[src/rtl/exec_pkg.sv]
// Shared definitions for the execute scheduler: func codes, FU classes,
// per-FU FSM states and default latencies.
package exec_pkg;

    localparam logic [3:0] FN_ADD = 4'b0000;
    localparam logic [3:0] FN_SUB = 4'b0001;
    localparam logic [3:0] FN_MUL = 4'b0010;
    localparam logic [3:0] FN_DIV = 4'b0011;
    localparam logic [3:0] FN_LD  = 4'b0100;
    localparam logic [3:0] FN_ST  = 4'b0101;

    localparam int LAT_ADD_DEF = 2;
    localparam int LAT_MUL_DEF = 4;
    localparam int LAT_DIV_DEF = 6;

    typedef enum logic [1:0] {
        CLS_ALU  = 2'd0,
        CLS_MD   = 2'd1,
        CLS_NONE = 2'd2
    } fu_class_e;

    typedef enum logic [1:0] {
        ST_IDLE     = 2'd0,
        ST_EXEC     = 2'd1,
        ST_WAIT_CDB = 2'd2
    } fu_state_e;

    // Memory ops and unknown codes belong to no execute unit.
    function automatic fu_class_e func_class(input logic [3:0] func);
        case (func)
            FN_ADD, FN_SUB: func_class = CLS_ALU;
            FN_MUL, FN_DIV: func_class = CLS_MD;
            FN_LD, FN_ST:   func_class = CLS_NONE;
            default:        func_class = CLS_NONE;
        endcase
    endfunction

    function automatic int max3(input int a, input int b, input int c);
        int m;
        m = (a > b) ? a : b;
        max3 = (m > c) ? m : c;
    endfunction

endpackage

[src/rtl/rr_arbiter.sv]
// Round-robin picker: the first requester strictly after the pointer wins,
// wrapping around, so the last winner gets lowest priority next time.
module rr_arbiter
    import exec_pkg::*;
#(
    parameter int NUM_RS = 4,
    parameter int IDX_W  = (NUM_RS > 1) ? $clog2(NUM_RS) : 1
) (
    input  logic [NUM_RS-1:0] req_i,
    input  logic [IDX_W-1:0]  ptr_i,
    output logic [NUM_RS-1:0] gnt_o,
    output logic [IDX_W-1:0]  idx_o,
    output logic              any_o
);

    logic [IDX_W-1:0] cand_s;
    logic             found_s;

    // Scan from ptr+1 upward, keeping only the first hit.
    always_comb begin
        gnt_o   = '0;
        idx_o   = '0;
        found_s = 1'b0;
        cand_s  = '0;
        for (int k = 1; k <= NUM_RS; k++) begin
            cand_s = IDX_W'((int'(ptr_i) + k) % NUM_RS);
            if (!found_s && req_i[cand_s]) begin
                found_s       = 1'b1;
                gnt_o[cand_s] = 1'b1;
                idx_o         = cand_s;
            end else begin
                found_s = found_s;
            end
        end
        any_o = found_s;
    end

endmodule

[src/rtl/exec_scheduler.sv]
// Issue/complete controller for the ALU and MD execute units: round-robin
// dispatch from the RS, fixed-latency timing and single-CDB write-back.
module exec_scheduler
    import exec_pkg::*;
#(
    parameter int NUM_RS  = 4,
    parameter int ROB_W   = 3,
    parameter int REG_W   = 4,
    parameter int LAT_ADD = LAT_ADD_DEF,
    parameter int LAT_MUL = LAT_MUL_DEF,
    parameter int LAT_DIV = LAT_DIV_DEF
) (
    input  logic                    clk1,
    input  logic                    rst,
    input  logic                    flush,
    input  logic [NUM_RS-1:0]       rs_valid,
    input  logic [NUM_RS*4-1:0]     rs_func,
    input  logic [NUM_RS*ROB_W-1:0] rs_rob,
    input  logic [NUM_RS*REG_W-1:0] rs_rd,
    output logic [NUM_RS-1:0]       rs_grant,
    output logic                    alu_start,
    output logic [3:0]              alu_func,
    output logic                    md_start,
    output logic [3:0]              md_func,
    output logic                    alu_busy,
    output logic                    md_busy,
    output logic                    cdb_valid,
    output logic                    cdb_sel,
    output logic [ROB_W-1:0]        cdb_rob,
    output logic [REG_W-1:0]        cdb_rd
);

    localparam int IDX_W   = (NUM_RS > 1) ? $clog2(NUM_RS) : 1;
    localparam int LAT_MAX = max3(LAT_ADD, LAT_MUL, LAT_DIV);
    localparam int CNT_W   = (LAT_MAX > 1) ? $clog2(LAT_MAX) : 1;

    fu_state_e          alu_st_q, alu_st_d, md_st_q, md_st_d;
    logic [CNT_W-1:0]   alu_cnt_q, alu_cnt_d, md_cnt_q, md_cnt_d;
    logic [IDX_W-1:0]   alu_ptr_q, alu_ptr_d, md_ptr_q, md_ptr_d;
    logic [ROB_W-1:0]   alu_rob_q, alu_rob_d, md_rob_q, md_rob_d;
    logic [REG_W-1:0]   alu_rd_q, alu_rd_d, md_rd_q, md_rd_d;
    logic [NUM_RS-1:0]  grant_q, grant_d;
    logic               alu_start_q, alu_start_d, md_start_q, md_start_d;
    logic [3:0]         alu_func_q, alu_func_d, md_func_q, md_func_d;
    logic               alu_busy_q, alu_busy_d, md_busy_q, md_busy_d;
    logic               cdb_valid_q, cdb_valid_d, cdb_sel_q, cdb_sel_d;
    logic [ROB_W-1:0]   cdb_rob_q, cdb_rob_d;
    logic [REG_W-1:0]   cdb_rd_q, cdb_rd_d;

    logic [NUM_RS-1:0]  alu_req_s, md_req_s, alu_gnt_s, md_gnt_s;
    logic [IDX_W-1:0]   alu_idx_s, md_idx_s;
    logic               alu_any_s, md_any_s;
    logic [3:0]         alu_fsel_s, md_fsel_s;
    logic [ROB_W-1:0]   alu_rob_sel_s, md_rob_sel_s;
    logic [REG_W-1:0]   alu_rd_sel_s, md_rd_sel_s;
    logic [CNT_W-1:0]   md_lat_s;
    logic               alu_cdb_req_s, md_cdb_req_s, alu_win_s, md_win_s;

    // Split ready RS entries into per-unit request vectors.
    always_comb begin
        alu_req_s = '0;
        md_req_s  = '0;
        for (int i = 0; i < NUM_RS; i++) begin
            alu_req_s[i] = rs_valid[i] && (func_class(rs_func[4*i +: 4]) == CLS_ALU);
            md_req_s[i]  = rs_valid[i] && (func_class(rs_func[4*i +: 4]) == CLS_MD);
        end
    end

    rr_arbiter #(.NUM_RS(NUM_RS), .IDX_W(IDX_W)) u_alu_arb (
        .req_i (alu_req_s),
        .ptr_i (alu_ptr_q),
        .gnt_o (alu_gnt_s),
        .idx_o (alu_idx_s),
        .any_o (alu_any_s)
    );

    rr_arbiter #(.NUM_RS(NUM_RS), .IDX_W(IDX_W)) u_md_arb (
        .req_i (md_req_s),
        .ptr_i (md_ptr_q),
        .gnt_o (md_gnt_s),
        .idx_o (md_idx_s),
        .any_o (md_any_s)
    );

    // Fields of the selected entries and the CDB winner; a waiting unit beats a fresh finisher.
    always_comb begin
        alu_fsel_s    = rs_func[4*int'(alu_idx_s) +: 4];
        md_fsel_s     = rs_func[4*int'(md_idx_s) +: 4];
        alu_rob_sel_s = rs_rob[ROB_W*int'(alu_idx_s) +: ROB_W];
        md_rob_sel_s  = rs_rob[ROB_W*int'(md_idx_s) +: ROB_W];
        alu_rd_sel_s  = rs_rd[REG_W*int'(alu_idx_s) +: REG_W];
        md_rd_sel_s   = rs_rd[REG_W*int'(md_idx_s) +: REG_W];
        md_lat_s      = (md_fsel_s == FN_DIV) ? CNT_W'(LAT_DIV - 1) : CNT_W'(LAT_MUL - 1);
        alu_cdb_req_s = ((alu_st_q == ST_EXEC) && (alu_cnt_q == '0)) || (alu_st_q == ST_WAIT_CDB);
        md_cdb_req_s  = ((md_st_q == ST_EXEC) && (md_cnt_q == '0)) || (md_st_q == ST_WAIT_CDB);
        md_win_s      = md_cdb_req_s &&
                        !((alu_st_q == ST_WAIT_CDB) && (md_st_q != ST_WAIT_CDB));
        alu_win_s     = alu_cdb_req_s && !md_win_s;
    end

    // Next-state for both unit FSMs, RR pointers and all registered outputs.
    always_comb begin
        alu_st_d    = alu_st_q;
        md_st_d     = md_st_q;
        alu_cnt_d   = alu_cnt_q;
        md_cnt_d    = md_cnt_q;
        alu_ptr_d   = alu_ptr_q;
        md_ptr_d    = md_ptr_q;
        alu_rob_d   = alu_rob_q;
        alu_rd_d    = alu_rd_q;
        md_rob_d    = md_rob_q;
        md_rd_d     = md_rd_q;
        alu_func_d  = alu_func_q;
        md_func_d   = md_func_q;
        grant_d     = '0;
        alu_start_d = 1'b0;
        md_start_d  = 1'b0;
        cdb_valid_d = 1'b0;
        cdb_sel_d   = cdb_sel_q;
        cdb_rob_d   = cdb_rob_q;
        cdb_rd_d    = cdb_rd_q;

        if (flush) begin
            alu_st_d  = ST_IDLE;
            md_st_d   = ST_IDLE;
            alu_cnt_d = '0;
            md_cnt_d  = '0;
        end else begin
            case (alu_st_q)
                ST_IDLE: begin
                    if (alu_any_s) begin
                        grant_d     = grant_d | alu_gnt_s;
                        alu_start_d = 1'b1;
                        alu_func_d  = alu_fsel_s;
                        alu_rob_d   = alu_rob_sel_s;
                        alu_rd_d    = alu_rd_sel_s;
                        alu_ptr_d   = alu_idx_s;
                        alu_cnt_d   = CNT_W'(LAT_ADD - 1);
                        alu_st_d    = ST_EXEC;
                    end else begin
                        alu_st_d = ST_IDLE;
                    end
                end
                ST_EXEC: begin
                    if (alu_cnt_q != '0) begin
                        alu_cnt_d = alu_cnt_q - CNT_W'(1);
                    end else if (alu_win_s) begin
                        alu_st_d = ST_IDLE;
                    end else begin
                        alu_st_d = ST_WAIT_CDB;
                    end
                end
                ST_WAIT_CDB: begin
                    if (alu_win_s) begin
                        alu_st_d = ST_IDLE;
                    end else begin
                        alu_st_d = ST_WAIT_CDB;
                    end
                end
                default: alu_st_d = ST_IDLE;
            endcase

            case (md_st_q)
                ST_IDLE: begin
                    if (md_any_s) begin
                        grant_d    = grant_d | md_gnt_s;
                        md_start_d = 1'b1;
                        md_func_d  = md_fsel_s;
                        md_rob_d   = md_rob_sel_s;
                        md_rd_d    = md_rd_sel_s;
                        md_ptr_d   = md_idx_s;
                        md_cnt_d   = md_lat_s;
                        md_st_d    = ST_EXEC;
                    end else begin
                        md_st_d = ST_IDLE;
                    end
                end
                ST_EXEC: begin
                    if (md_cnt_q != '0) begin
                        md_cnt_d = md_cnt_q - CNT_W'(1);
                    end else if (md_win_s) begin
                        md_st_d = ST_IDLE;
                    end else begin
                        md_st_d = ST_WAIT_CDB;
                    end
                end
                ST_WAIT_CDB: begin
                    if (md_win_s) begin
                        md_st_d = ST_IDLE;
                    end else begin
                        md_st_d = ST_WAIT_CDB;
                    end
                end
                default: md_st_d = ST_IDLE;
            endcase

            if (md_win_s) begin
                cdb_valid_d = 1'b1;
                cdb_sel_d   = 1'b1;
                cdb_rob_d   = md_rob_q;
                cdb_rd_d    = md_rd_q;
            end else if (alu_win_s) begin
                cdb_valid_d = 1'b1;
                cdb_sel_d   = 1'b0;
                cdb_rob_d   = alu_rob_q;
                cdb_rd_d    = alu_rd_q;
            end else begin
                cdb_valid_d = 1'b0;
            end
        end

        alu_busy_d = (alu_st_d != ST_IDLE);
        md_busy_d  = (md_st_d != ST_IDLE);
    end

    // State and output registers; pointers reset to the last entry so entry 0 goes first.
    always_ff @(posedge clk1 or posedge rst) begin
        if (rst) begin
            alu_st_q    <= ST_IDLE;
            md_st_q     <= ST_IDLE;
            alu_cnt_q   <= '0;
            md_cnt_q    <= '0;
            alu_ptr_q   <= IDX_W'(NUM_RS - 1);
            md_ptr_q    <= IDX_W'(NUM_RS - 1);
            alu_rob_q   <= '0;
            alu_rd_q    <= '0;
            md_rob_q    <= '0;
            md_rd_q     <= '0;
            grant_q     <= '0;
            alu_start_q <= 1'b0;
            md_start_q  <= 1'b0;
            alu_func_q  <= 4'b0000;
            md_func_q   <= 4'b0000;
            alu_busy_q  <= 1'b0;
            md_busy_q   <= 1'b0;
            cdb_valid_q <= 1'b0;
            cdb_sel_q   <= 1'b0;
            cdb_rob_q   <= '0;
            cdb_rd_q    <= '0;
        end else begin
            alu_st_q    <= alu_st_d;
            md_st_q     <= md_st_d;
            alu_cnt_q   <= alu_cnt_d;
            md_cnt_q    <= md_cnt_d;
            alu_ptr_q   <= alu_ptr_d;
            md_ptr_q    <= md_ptr_d;
            alu_rob_q   <= alu_rob_d;
            alu_rd_q    <= alu_rd_d;
            md_rob_q    <= md_rob_d;
            md_rd_q     <= md_rd_d;
            grant_q     <= grant_d;
            alu_start_q <= alu_start_d;
            md_start_q  <= md_start_d;
            alu_func_q  <= alu_func_d;
            md_func_q   <= md_func_d;
            alu_busy_q  <= alu_busy_d;
            md_busy_q   <= md_busy_d;
            cdb_valid_q <= cdb_valid_d;
            cdb_sel_q   <= cdb_sel_d;
            cdb_rob_q   <= cdb_rob_d;
            cdb_rd_q    <= cdb_rd_d;
        end
    end

    assign rs_grant  = grant_q;
    assign alu_start = alu_start_q;
    assign alu_func  = alu_func_q;
    assign md_start  = md_start_q;
    assign md_func   = md_func_q;
    assign alu_busy  = alu_busy_q;
    assign md_busy   = md_busy_q;
    assign cdb_valid = cdb_valid_q;
    assign cdb_sel   = cdb_sel_q;
    assign cdb_rob   = cdb_rob_q;
    assign cdb_rd    = cdb_rd_q;

endmodule
[config.mk]
export PLATFORM = sky130hd
export DESIGN_NAME = exec_scheduler
export DESIGN_NICKNAME = d
export VERILOG_FILES = /design/src/rtl/exec_pkg.sv /design/src/rtl/rr_arbiter.sv /design/src/rtl/exec_scheduler.sv
export SDC_FILE = /design/constraint.sdc
export NUM_CORES = 1
export LEC_CHECK = 0
export BUFFER_PORTS_ARGS = -buffer_cell sky130_fd_sc_hd__buf_2
export CORE_MARGIN = 1
export CORE_UTILIZATION = 57
export CTS_CLUSTER_DIAMETER = 120
export DETAILED_ROUTE_END_ITERATION = 10
export PLACE_DENSITY_LB_ADDON = 0.1
export SKIP_CTS_REPAIR_TIMING = 1
export SYNTH_ARGS = -nofsm -noshare
export SYNTH_HDL_FRONTEND = slang
export SYNTH_HIERARCHICAL = 1
export SYNTH_SLANG_ARGS = --single-unit
[constraint.sdc]
create_clock -name clk1 -period 6.8 [get_ports clk1]
set_clock_uncertainty 0.15 [all_clocks]
set_input_delay 0 -clock clk1 [delete_from_list [all_inputs] [get_ports clk1]]
set_output_delay 0 -clock clk1 [all_outputs]
set_load 0.1 [all_outputs]
* After elaboration in Yosys (flattened, before gate mapping)
Index checks and enable logic that the tools add are counted.
** Operators by class
- Muxes and demuxes :: 100
- Eq/ne operators :: 26
- Add/subtract/negate cells :: 10
- Shifts and indexed selects :: 6
- Reduce and logical (&&, ||, !) cells :: 69
- Magnitude comparators :: 16
- Bitwise logic cells :: 8
- Multiply operators :: 2
** Operators with widths (number)
- $mux 4 :: 16
- $shiftx 16x5->4 :: 4
- $mux 1 :: 37
- $eq 4x2->1 const B :: 9
- $mux 2 :: 14
- $or 4x4->4 :: 7
- $logic_and 1x1->1 :: 27
- $mux 3 :: 9
- $lt 2x3->1 const B :: 8
- $shiftx 12x5->3 :: 2
- $bmux 1 s2 :: 8
- $demux 1 s2 :: 8
- $eq 4x1->1 const B :: 4
- $ge 2x1->1 const B :: 8
- $logic_not 4->1 :: 4
- $pmux 2 s2 :: 4
- $reduce_or 2->1 :: 8
- $eq 2x1->1 const B :: 6
- $logic_not 2->1 :: 6
- $pmux 2 s3 :: 2
- $pmux 3 s2 :: 2
- $reduce_and 3->1 :: 4
- $reduce_bool 3->1 :: 4
- $add 2x1->2 const B :: 4
- other kinds (13) :: 32
** Storage, ports and cells
- Register bits :: 53
- Output and inout bits :: 25
- Bits of input ports :: 51

* Depth between registers and ports, before layout
Gate-level depths: netlist of run 1.
- Word-level depth :: 24
- Depth in mapped cells :: 14

* Hierarchy
The synthesis of run 1 kept the hierarchy.
** By module, submodules not included
- exec_scheduler :: cells an instance 204, area each 2890.3 um2, times used 1
- rr_arbiter :: cells an instance 86, area each 629.4 um2, times used 2

* Least setup slack after synthesis of run 1
OpenSTA, ideal clock, no wires.
- Path type :: register -> register
- Start :: register md_ptr_q[0]
- End :: register md_cnt_q[1]
- Stages on the path, launching flop included :: 15
- Arrival :: 3.691 ns
- Period minus slack after synthesis :: 3.963 ns
- Path buffers :: 4
- Slack :: 2.837 ns
- Cells stage by stage :: dfstp_2 buf_6 buf_2 inv_1 ha_1 clkbuf_1 a21oi_1 a211oi_1 a311o_1 a221oi_1 buf_6 mux2_4 nor3_2 o2111ai_2 a32o_1
** Between the ends
- Word-level cells in the longest chain between the ends :: 19
- Elaborated cells on any way between the ends :: 34
** RTL lines
- start: declaration :: line exec_scheduler.sv:39 : logic [IDX_W-1:0] alu_ptr_q, alu_ptr_d, md_ptr_q, md_ptr_d;
- start signal: assignment :: line exec_scheduler.sv:224 : md_ptr_q <= IDX_W'(NUM_RS - 1);
- start signal: assignment :: line exec_scheduler.sv:246 : md_ptr_q <= md_ptr_d;
- $add 2x1->2 :: line rr_arbiter.sv:26 : cand_s = IDX_W'((int'(ptr_i) + k) % NUM_RS);
- $bmux 1 s2 :: line rr_arbiter.sv:27 : if (!found_s && req_i[cand_s]) begin
- $mux 1 (implied by the code) :: line rr_arbiter.sv:27
- $mux 1 :: line rr_arbiter.sv:27
- $logic_not 1->1 :: line rr_arbiter.sv:27
- $logic_and 1x1->1 :: line rr_arbiter.sv:27
- $mux 1 :: line rr_arbiter.sv:27
- $logic_not 1->1 :: line rr_arbiter.sv:27
- [4 not listed]
- $mux 2 (*) :: line rr_arbiter.sv:27
- net md_idx_s[0] :: line exec_scheduler.sv:51 : logic [IDX_W-1:0] alu_idx_s, md_idx_s;
- $shiftx 16x5->4 (*) :: line exec_scheduler.sv:88 : md_fsel_s = rs_func[4*int'(md_idx_s) +: 4];
- $eq 4x2->1 (*) :: line exec_scheduler.sv:93 : md_lat_s = (md_fsel_s == FN_DIV) ? CNT_W'(LAT_DIV - 1) : CNT_W'(LAT_MUL - 1);
- $mux 3 (*) :: line exec_scheduler.sv:93
- $mux 3 (*) :: line exec_scheduler.sv:165 : if (md_any_s) begin
- $pmux 3 s2 (*) :: line exec_scheduler.sv:163 : case (md_st_q)
- $mux 3 (*) :: line exec_scheduler.sv:123 : if (flush) begin
- end signal: assignment :: line exec_scheduler.sv:244 : md_cnt_q <= md_cnt_d;
- end: declaration :: line exec_scheduler.sv:38 : logic [CNT_W-1:0] alu_cnt_q, alu_cnt_d, md_cnt_q, md_cnt_d;
The timed path passes the listed nets; every way through them passes the cells marked *. The select of a mux whose other input is x is not followed.
A chain may end at the register's enable or synchronous reset.

* Final worst setup path of run 1
- Start :: register alu_ptr_q[0]
- End :: register alu_func_q[3], in the netlist alu_func[3]
** Between the ends
- Word-level cells in the longest chain between the ends :: 14
- Elaborated cells on any way between the ends :: 28
** RTL lines
- start: declaration :: line exec_scheduler.sv:39
- start signal: assignment :: line exec_scheduler.sv:223 : alu_ptr_q <= IDX_W'(NUM_RS - 1);
- start signal: assignment :: line exec_scheduler.sv:245 : alu_ptr_q <= alu_ptr_d;
- $add 2x1->2 :: line rr_arbiter.sv:26
- $bmux 1 s2 :: line rr_arbiter.sv:27
- $mux 1 (implied by the code) :: line rr_arbiter.sv:27
- $mux 1 :: line rr_arbiter.sv:27
- $logic_not 1->1 :: line rr_arbiter.sv:27
- $logic_and 1x1->1 :: line rr_arbiter.sv:27
- $mux 1 :: line rr_arbiter.sv:27
- $logic_not 1->1 :: line rr_arbiter.sv:27
- $logic_and 1x1->1 :: line rr_arbiter.sv:27
- $mux 1 :: line rr_arbiter.sv:27
- $logic_not 1->1 :: line rr_arbiter.sv:27
- $logic_and 1x1->1 :: line rr_arbiter.sv:27
- $mux 2 (*) :: line rr_arbiter.sv:27
- net alu_idx_s[0] :: line exec_scheduler.sv:51
- $shiftx 16x5->4 (*) :: line exec_scheduler.sv:87 : alu_fsel_s = rs_func[4*int'(alu_idx_s) +: 4];
- end signal: assignment :: line exec_scheduler.sv:254 : alu_func_q <= alu_func_d;
- end: declaration :: line exec_scheduler.sv:44 : logic [3:0] alu_func_q, alu_func_d, md_func_q, md_func_d;
Marks and branches as above.

==> results by group, run 1 <==
Route
  • Met1 WL: 4070 um
  • Wire per inst: 17.4 um
  • Initial DRC Count: 137
  • DRC Markers: 0
  • Final WL: 9470 um
  • Met3 WL: 356 um
  • Via count: 3,303
  • Met2 wire length: 4920 um
  • Top Metal Used: met4
  • Detail Route Antenna Nets: 0
  • Via density: 6.08
  • TritonRoute pass-1 iters: 4

Clock network
  • Clock sink count: 53
  • TritonCTS clock tree: built
  • Worst skew pair latency: 300 ps
  • Clock Root Buffer: clkbuf_8
  • H-tree depth: 2
  • Clock transition at path regs: 100 ps
  • CTS Buf Count: 5
  • Deepest clock path buffer count: 2

Synth
  • Yosys reg bits: 53
  • Synth Instances: 376
  • Predominant post-synthesis flop cell: dfrtp_1
  • Post-synth top area share: 0.296
  • Synth area leader: dfrtp_1
  • Synth area leaders: dfrtp_1, mux4_2, ha_1
  • Register area share after synthesis: 0.321
  • Syn avg cell area: 11.0 um2
  • Warnings from Yosys: 6
  • Net Count, Synth: 447
  • Most common cell in the netlist: dfrtp_1
  • Most instantiated cells after synthesis: dfrtp_1, inv_1, mux4_2
  • Post-synthesis cell area: 4150 um2
  • Synth async-reset ratio: 1.00
  • Synth unique cells: 53
  • Number of enable flip-flop cells after synthesis: 0

Timing
  • Max Slew Vio Count: 0
  • Fin. Hold Viols: 0
  • RSZ-0062 raised after global routing: no
  • Final worst-path cycle share: 0.597
  • Final setup fails: 0
  • Setup Total Neg Slack: 0 ps
  • Max_slew headroom: 0.207
  • Least-Margin Pin Slew: 1190 ps
  • Min Clock Period, post-route: 4060 ps
  • Max Clock Freq: 246 MHz

Worst hold path
  • Worst min path class: in2reg

Layout
  • Area grow syn2layout: 13.2%
  • Number of diodes: 0
  • Fill count: 577
  • Final net count: 517
  • Share of cells above drive strength 1: 0.380
  • Fin cells: 543

Pwr
  • P_sw: 0.685 mW
  • P per Cell Area: 288 nW/um2
  • Register share of total power: 0.342
  • Leak Pwr: 1.98 nW
  • Clock power share: 0.134
  • Gate power share: 0.523
  • Internal: 0.670 mW
  • Worst vdd ir: 0.000252 V
  • Sw Share: 0.506

GRT
  • Vias in the first global route: 3,199
  • First-pass GRT wire length: 15,600 um
  • Total GRT Usage: 0.264
  • Initial antenna violation count: 0
  • Largest net degree at the start of global routing: 54
  • GRT overflow: 0

Critical path
  • CP max FO: 21
  • Crit path required time: 6850 ps
  • Critical Path End Type: flop
  • WS Path Type: reg2reg
  • Crit path arrival time: 4110 ps
  • CP startpoint kind: flop

Die
  • I/O pin count: 76
  • Cell Rows: 30
  • Die Wd: 87.3 um
  • Die ar.: 7620 um2
  • Starting density of the core: 0.601
  • Core area: 6910 um2
  • Die Ht: 87.3 um

Placed design
  • Post-DP HPWL: 7060 um
  • Port Buffer Count: 75
  • Placer Congestion: 0.824
  • Placed cell count: 533

Run
  • Max-cap viol count: 0

Status
  • Status: complete, no violations
final timing paths:
| check | cells after the start | startpoint | to | slack (ps) |
|---|---|---|---|---|
| worst min register to register | 1 | md_func[1] | md_func[1] | 360 |
| worst min-delay path | 3 | rs_rd[13] | alu_rd_q[1] | 2 |
| worst max-delay path | 9 | alu_ptr_q[0] | alu_func[3] | 2740 |
| worst max register to register | 9 | alu_ptr_q[0] | alu_func[3] | 2740 |
| max in group asynchronous | 4 | rst | cdb_rd[1] | 5770 |
| min in group asynchronous | 4 | rst | alu_cnt_q[1] | 280 |
critical path, cell delays in order, from the launching register on:
cell and delay (ps):
dfstp_2 800, inv_1 180, ha_1 460, a21oi_1 170, a211oi_1 70, a311o_1 350
a221oi_2 670, buf_4 320, mux4_2 520, mux2_4 270
sequential cells by signal (all words and copies together) (netlist names):
name	count
alu_busy	1
alu_cnt_q	3
alu_func	4
alu_ptr_q	2
alu_rd_q	4
alu_rob_q	3
alu_st_q	2
alu_start	1
cdb_rd	4
cdb_rob	3
cdb_sel	1
cdb_valid	1
md_busy	1
md_cnt_q	3
md_func	4
md_ptr_q	2
md_rd_q	4
md_rob_q	3
md_st_q	2
md_start	1
rs_grant	4
per-stage QoR:
| stage | power, mW | worst slack (ps) | hold WS (ps) | util | area (um2) |
|---|---|---|---|---|---|
| 2_1_floorplan | 1.04 | 2840 | 15.8 | - | 4150 |
| 3_3_place_gp | 1.17 | 2840 | 75.6 | 0.665 | 4590 |
| 3_5_place_dp | 1.18 | 2710 | 86.5 | 0.665 | 4590 |
| 4_1_cts | 1.36 | 2710 | -247 | 0.677 | 4680 |
| 5_1_grt | 1.42 | 2440 | 2.13 | 0.680 | 4700 |
| 6_report | 1.35 | 2740 | 2.35 | 0.680 | 4700 |
routing by layer:
metal  GRT usage  vias up
met4      0.0700        0
li1            -     1589
met5           0        -
met3      0.0398       10
met1       0.354     1630
met2       0.446       74
power groups by stage:
stage	clock (mW)	combinational, mW	sequential [mW]
after detailed placement	0	0.710	0.470
after CTS	0.186	0.711	0.464
after floorplan	0	0.273	0.772
after global routing	0.198	0.749	0.475
final	0.182	0.709	0.464
after global placement	0	0.702	0.466
cell families (layout without fill, tap and decap cells):
| logic type | count (synthesis) | in the layout | synth area share |
|---|---|---|---|
| fa+ha+maj | 20 | 20 | 0.0603 |
| mux | 69 | 69 | 0.256 |
| flops | 53 | 53 | 0.321 |
| buf+inv | 54 | 125 | 0.0679 |
| simple gates | 99 | 99 | 0.143 |
| compound gates | 81 | 81 | 0.152 |
cell type report:
cell class,instances,area (um2),area share
repair buffers,90,493,0.105
clock inverters,2,13.8,0.00293
multi-input cells,269,2560,0.546
clock buffers,6,72.6,0.0155
inverters,27,101,0.0216
well taps,96,120,0.0256
flip-flops and latches,53,1330,0.283
cells in the final DEF, fill, tap and decap left out, types with 10 or more instances in the layout:
master,count
nor2_1,24
nand4_1,12
mux4_2,25
nand2_1,17
ha_1,20
mux2i_1,16
inv_1,26
mux2_2,22
buf_2,75
buf_4,13
a31oi_1,10
a21oi_1,18
dfrtp_1,49
Note: power is estimated with default switching activity, not from simulation.
==> run 2: changes to the inputs <==
==> constraint.sdc (replaced) <==
create_clock -name clk1 -period 4.2 [get_ports clk1]
set_clock_uncertainty 0.15 [all_clocks]
set_input_delay 0 -clock clk1 [delete_from_list [all_inputs] [get_ports clk1]]
set_output_delay 0 -clock clk1 [all_outputs]
set_load 0.1 [all_outputs]
==> run 2 against run 1 <==
  * Sequential cell count is the same
  * Global-route usage up 0.74 points
  * Utilization rose by 1.3 points
  * Via count is 4.0% higher
  * Largest power group unchanged
  * Non-clock buffer count increased by 9
  * The flow now finishes with violations (hold timing)
==> results by group, run 2 (same netlist as run 1, synthesis figures left out) <==
Die
  • Cell Rows: 30
  • Core area: 6910 um2
  • Die Ht: 87.3 um
  • Die Wd: 87.3 um
  • Starting density of the core: 0.601
  • Die ar.: 7620 um2
  • I/O pin count: 76

Critical path
  • WS Path Type: reg2reg
  • Capturing point of the worst reg2reg path: md_cnt_q[1]
  • CP startpoint kind: flop
  • Crit-path cells: inv_1 > ha_1 > a21oi_1 > a211oi_1 > a311o_1 > a221oi_2 > buf_4 > mux4_2 > inv_1 > o2111ai_2 > a32o_1
  • Max stage delay on crit path: 800 ps
  • FF-to-FF Start: md_ptr_q[0]
  • CP max FO: 21
  • Critical Path End Type: flop
  • CP max stage cell: dfstp_2
  • Worst path most repeated cell: inv_1
  • Crit path required time: 4260 ps
  • R2R cell count: 11
  • Crit path arrival time: 3860 ps
  • FF-to-FF setup slack: 390 ps

Layout
  • Final core occ: 0.693
  • Most frequent cells in the layout: buf_2, dfrtp_1, inv_1
  • Footprint of the multi-input gates: 2560 um2
  • Number of diodes: 0
  • FF/Latch Area: 1330 um2
  • Area grow syn2layout: 15.3%
  • Final net count: 526
  • Commonest non-fill, non-tap cell in the layout: buf_2
  • Fill count: 555
  • Fin cells: 552
  • Share of cells above drive strength 1: 0.382

Timing
  • Setup ws final: 393 ps
  • Min Hold Slack: -8.12 ps
  • Least-Margin Pin Slew: 677 ps
  • Setup Total Neg Slack: 0 ps
  • Final setup fails: 0
  • Max_slew headroom: 0.549
  • Max Clock Freq: 263 MHz
  • RSZ-0062 raised after global routing: no
  • Fin. Hold Viols: 4
  • Final worst-path cycle share: 0.906
  • Min Clock Period, post-route: 3810 ps
  • Max Slew Vio Count: 0

Clock network
  • TritonCTS clock tree: built
  • Worst skew pair latency: 310 ps
  • Clock transition at path regs: 100 ps
  • Clock sink count: 53
  • H-tree depth: 2
  • CTS Buf Count: 5
  • Clock Root Buffer: clkbuf_8
  • Deepest clock path buffer count: 2

GRT
  • GRT overflow: 0
  • Initial antenna violation count: 0
  • Largest net degree at the start of global routing: 54
  • Vias in the first global route: 3,227
  • Total GRT Usage: 0.271
  • First-pass GRT wire length: 15,900 um

Route
  • Via density: 6.22
  • Final WL: 9910 um
  • Wire per inst: 17.9 um
  • TritonRoute pass-1 iters: 5
  • Detail Route Antenna Nets: 0
  • Initial DRC Count: 155
  • Via count: 3,435
  • DRC Markers: 0

Worst hold path
  • Worst Hold Launch: rs_rob[8]
  • WHS Path Cells: 3
  • Min-Delay Endpoint: alu_rob_q[2]
  • Worst min path class: in2reg

Placed design
  • Port Buffer Count: 75
  • Post-DP HPWL: 7190 um
  • Placed cell count: 536
  • Placer Congestion: 0.906
  • DP Worst Slack: 394 ps

Pwr
  • P per Cell Area: 462 nW/um2
  • Worst vdd ir: 0.000390 V
  • Leak Pwr: 2.02 nW

Status
  • Violations in the final reports: hold timing
  • Status: finished, violations left

Run
  • Max-cap viol count: 0
[run 2: changes by cell type in the layout (fill, tap and decap cells not counted), sizes merged]
cell and change:
buf +3, clkbuf -1, clkinv +2, dlygate4sd3 +6
inv -1
[run 2: layout make-up]
class	instances	share of cell area
clock inverters	3	0.00471
well taps	96	0.0251
inverters	27	0.0212
flip-flops and latches	53	0.278
clock buffers	5	0.0144
multi-input cells	269	0.536
repair buffers	99	0.120
[run 2: critical path: cells and delay by family, from the launching register on]
| family | cells | cell delay, ps |
|---|---|---|
| flops | 1 | 800 |
| buf+inv | 3 | 550 |
| compound gates | 6 | 1170 |
| fa+ha+maj | 1 | 470 |
| mux | 1 | 550 |
[run 2: report_power, final]
part	switching, mW	internal, mW
combinational	0.849	0.322
sequential	0.0925	0.649
clock	0.178	0.119
[run 2: metrics by stage]
step                      total power, mW  area [um2]
after floorplan                      1.69        4150
after global placement               1.89        4610
after detailed placement             1.92        4610
after CTS                            2.21        4700
after global routing                 2.32        4780
final                                2.21        4780
[run 2: worst max-delay path by stage]
| stage | startpoint | to | slack (ps) | cells after the start |
|---|---|---|---|---|
| 2_1_floorplan | md_ptr_q[0] | md_cnt_q[1] | 240 | 14 |
| 3_3_place_gp | md_ptr_q[0] | md_cnt_q[1] | 490 | 11 |
| 3_5_place_dp | md_ptr_q[0] | md_cnt_q[1] | 390 | 11 |
| 4_1_cts | md_ptr_q[0] | md_cnt_q[1] | 390 | 11 |
| 5_1_grt | md_ptr_q[0] | md_cnt_q[1] | 170 | 10 |
| 6_report | md_ptr_q[0] | md_cnt_q[1] | 390 | 11 |
[run 2: metal layers]
layer  GRT usage  share of wire
met4      0.0656          0.011
met1       0.360           0.43
met3      0.0464          0.040
met2       0.462           0.52
met5           0              0
==> run 3: changes to the inputs <==
==> constraint.sdc (replaced) <==
create_clock -name clk1 -period 4.2 [get_ports clk1]
set_clock_uncertainty 0.15 [all_clocks]
set_input_delay 0.21 -clock clk1 [delete_from_list [all_inputs] [get_ports clk1]]
set_output_delay 0.21 -clock clk1 [all_outputs]
set_load 0.1 [all_outputs]
==> run 3 against run 2 <==
  * The flow now finishes without violations
  * Power grew 2.7%
  * Wire length fell by 1.9%
  * Maximum frequency is 0.26% lower
  * Clock-buffer cell count unchanged
  * Via count is 2.2% lower
  * Combinational power is essentially flat
  * Sequential cell count is the same
  * Critical path type unchanged
  * Largest cell class unchanged
  * Highest routed layer unchanged
==> results by group, run 3 (same netlist as run 1, synthesis figures left out) <==
Layout
  • Number of diodes: 0
  • Commonest non-fill, non-tap cell in the layout: buf_2
  • FF/Latch Area: 1340 um2
  • Fill count: 577
  • Design area: 4740 um2
  • Area grow syn2layout: 14.2%
  • Most frequent cells in the layout: buf_2, dfrtp_1, inv_1
  • Footprint of the multi-input gates: 2560 um2
  • Fin cells: 545
  • Final net count: 519
  • Share of cells above drive strength 1: 0.388

Critical path
  • WS Path Type: reg2reg
  • FF-to-FF setup slack: 380 ps
  • FF-to-FF Start: md_ptr_q[0]
  • CP startpoint kind: flop
  • Capturing point of the worst reg2reg path: md_cnt_q[1]
  • Critical Path End Type: flop
  • R2R cell count: 11
  • Crit path arrival time: 3870 ps
  • Crit path required time: 4260 ps
  • CP max FO: 21

Timing
  • Setup ws final: 383 ps
  • RSZ-0062 raised after global routing: no
  • Max Clock Freq: 262 MHz
  • Max Slew Vio Count: 0
  • Final worst-path cycle share: 0.909
  • Final setup fails: 0
  • Least-Margin Pin Slew: 687 ps
  • Max_slew headroom: 0.542
  • Fin. Hold Viols: 0
  • Setup Total Neg Slack: 0 ps
  • Min Clock Period, post-route: 3820 ps

Placed design
  • Placed cell count: 536
  • DP Worst Slack: 334 ps
  • Port Buffer Count: 75
  • Placer Congestion: 0.923
  • Post-DP HPWL: 7070 um
  • Placed cell area: 4610 um2

Status
  • Status: complete, no violations

Clock network
  • TritonCTS clock tree: built
  • Worst skew pair latency: 310 ps
  • Clock sink count: 53
  • H-tree depth: 2
  • Clock transition at path regs: 100 ps
  • Deepest clock path buffer count: 2
  • Clock Root Buffer: clkbuf_8
  • CTS Buf Count: 5

Die
  • Die Wd: 87.3 um
  • Starting density of the core: 0.601
  • Core area: 6910 um2
  • Die ar.: 7620 um2
  • Cell Rows: 30
  • Die Ht: 87.3 um
  • I/O pin count: 76

Worst hold path
  • WHS Path Cells: 2
  • Worst min path class: in2reg
  • Min-Delay Endpoint: alu_cnt_q[1]
  • Worst Hold Launch: flush

GRT
  • Largest net degree at the start of global routing: 54
  • Total GRT Usage: 0.271
  • GRT overflow: 0
  • Vias in the first global route: 3,311
  • Initial antenna violation count: 0
  • First-pass GRT wire length: 16,000 um

Route
  • Wire per inst: 17.8 um
  • TritonRoute pass-1 iters: 4
  • Detail Route Antenna Nets: 0
  • DRC Markers: 0
  • Via count: 3,359
  • Initial DRC Count: 163
  • Via density: 6.16
  • Final WL: 9720 um

Pwr
  • P_sw: 1.12 mW
  • Register share of total power: 0.327
  • Clock power share: 0.159
  • Leak Pwr: 2.01 nW
  • Sw Share: 0.494
  • Worst vdd ir: 0.000380 V
  • P per Cell Area: 479 nW/um2
  • Internal: 1.15 mW
  • Gate power share: 0.515

Run
  • Max-cap viol count: 0
## run 3: changes by cell type in the layout (fill, tap and decap cells not counted), sizes merged
| cell | previous run | this run |
|---|---|---|
| inv | 27 | 28 |
| clkinv | 3 | 1 |
| dlygate4sd3 | 8 | 1 |
| bufinv | 0 | 1 |
## run 3: per-stage QoR
step	util	power (mW)	hold slack (ps)
after detailed placement	0.668	1.91	284
final	0.686	2.27	112
after global placement	0.668	1.89	280
after global routing	0.686	2.38	113
after CTS	0.684	2.27	-57.1
after floorplan	-	1.69	226
## run 3: routing by layer
metal / track usage / up-vias / part of all wire
met5: 0 / - / 0
met4: 0.0805 / 0 / 0.0097
li1: - / 1594 / -
met1: 0.368 / 1647 / 0.44
met2: 0.452 / 110 / 0.50
met3: 0.0379 / 8 / 0.050
## run 3: critical path, stage by stage (launching register included)
cell and delay [ps]:
dfstp_4 770, inv_1 130, ha_1 450, a21oi_1 200, a211oi_1 80, a311o_1 360, a221oi_2 250, buf_4 310
mux4_2 550, inv_1 90, o2111ai_2 120, a32o_1 240
## run 3: worst max-delay path by stage
stage,startpoint,endpoint,cells after the start
finish,md_ptr_q[0],md_cnt_q[1],11
global route,md_ptr_q[0],md_cnt_q[2],11
CTS,md_ptr_q[0],md_cnt_q[1],11
detailed placement,md_ptr_q[0],md_cnt_q[1],11
global placement,md_ptr_q[0],md_cnt_q[1],11
floorplan,md_ptr_q[0],md_cnt_q[1],14
## run 3: cell type report
cell class                 count  share of cell area
clock buffer                   5              0.0145
multi-input combinational    269               0.541
inverter                      27              0.0214
sequential                    53               0.282
tap                           96              0.0253
clock inverter                 3             0.00924
timing repair buffer          92               0.107
## run 3: power by group through the flow
stage	sequential (mW)	clock, mW	combinational (mW)
2_1_floorplan	1.25	0	0.442
3_3_place_gp	0.745	0	1.15
3_5_place_dp	0.750	0	1.16
4_1_cts	0.740	0.365	1.17
5_1_grt	0.759	0.388	1.23
6_report	0.741	0.360	1.17
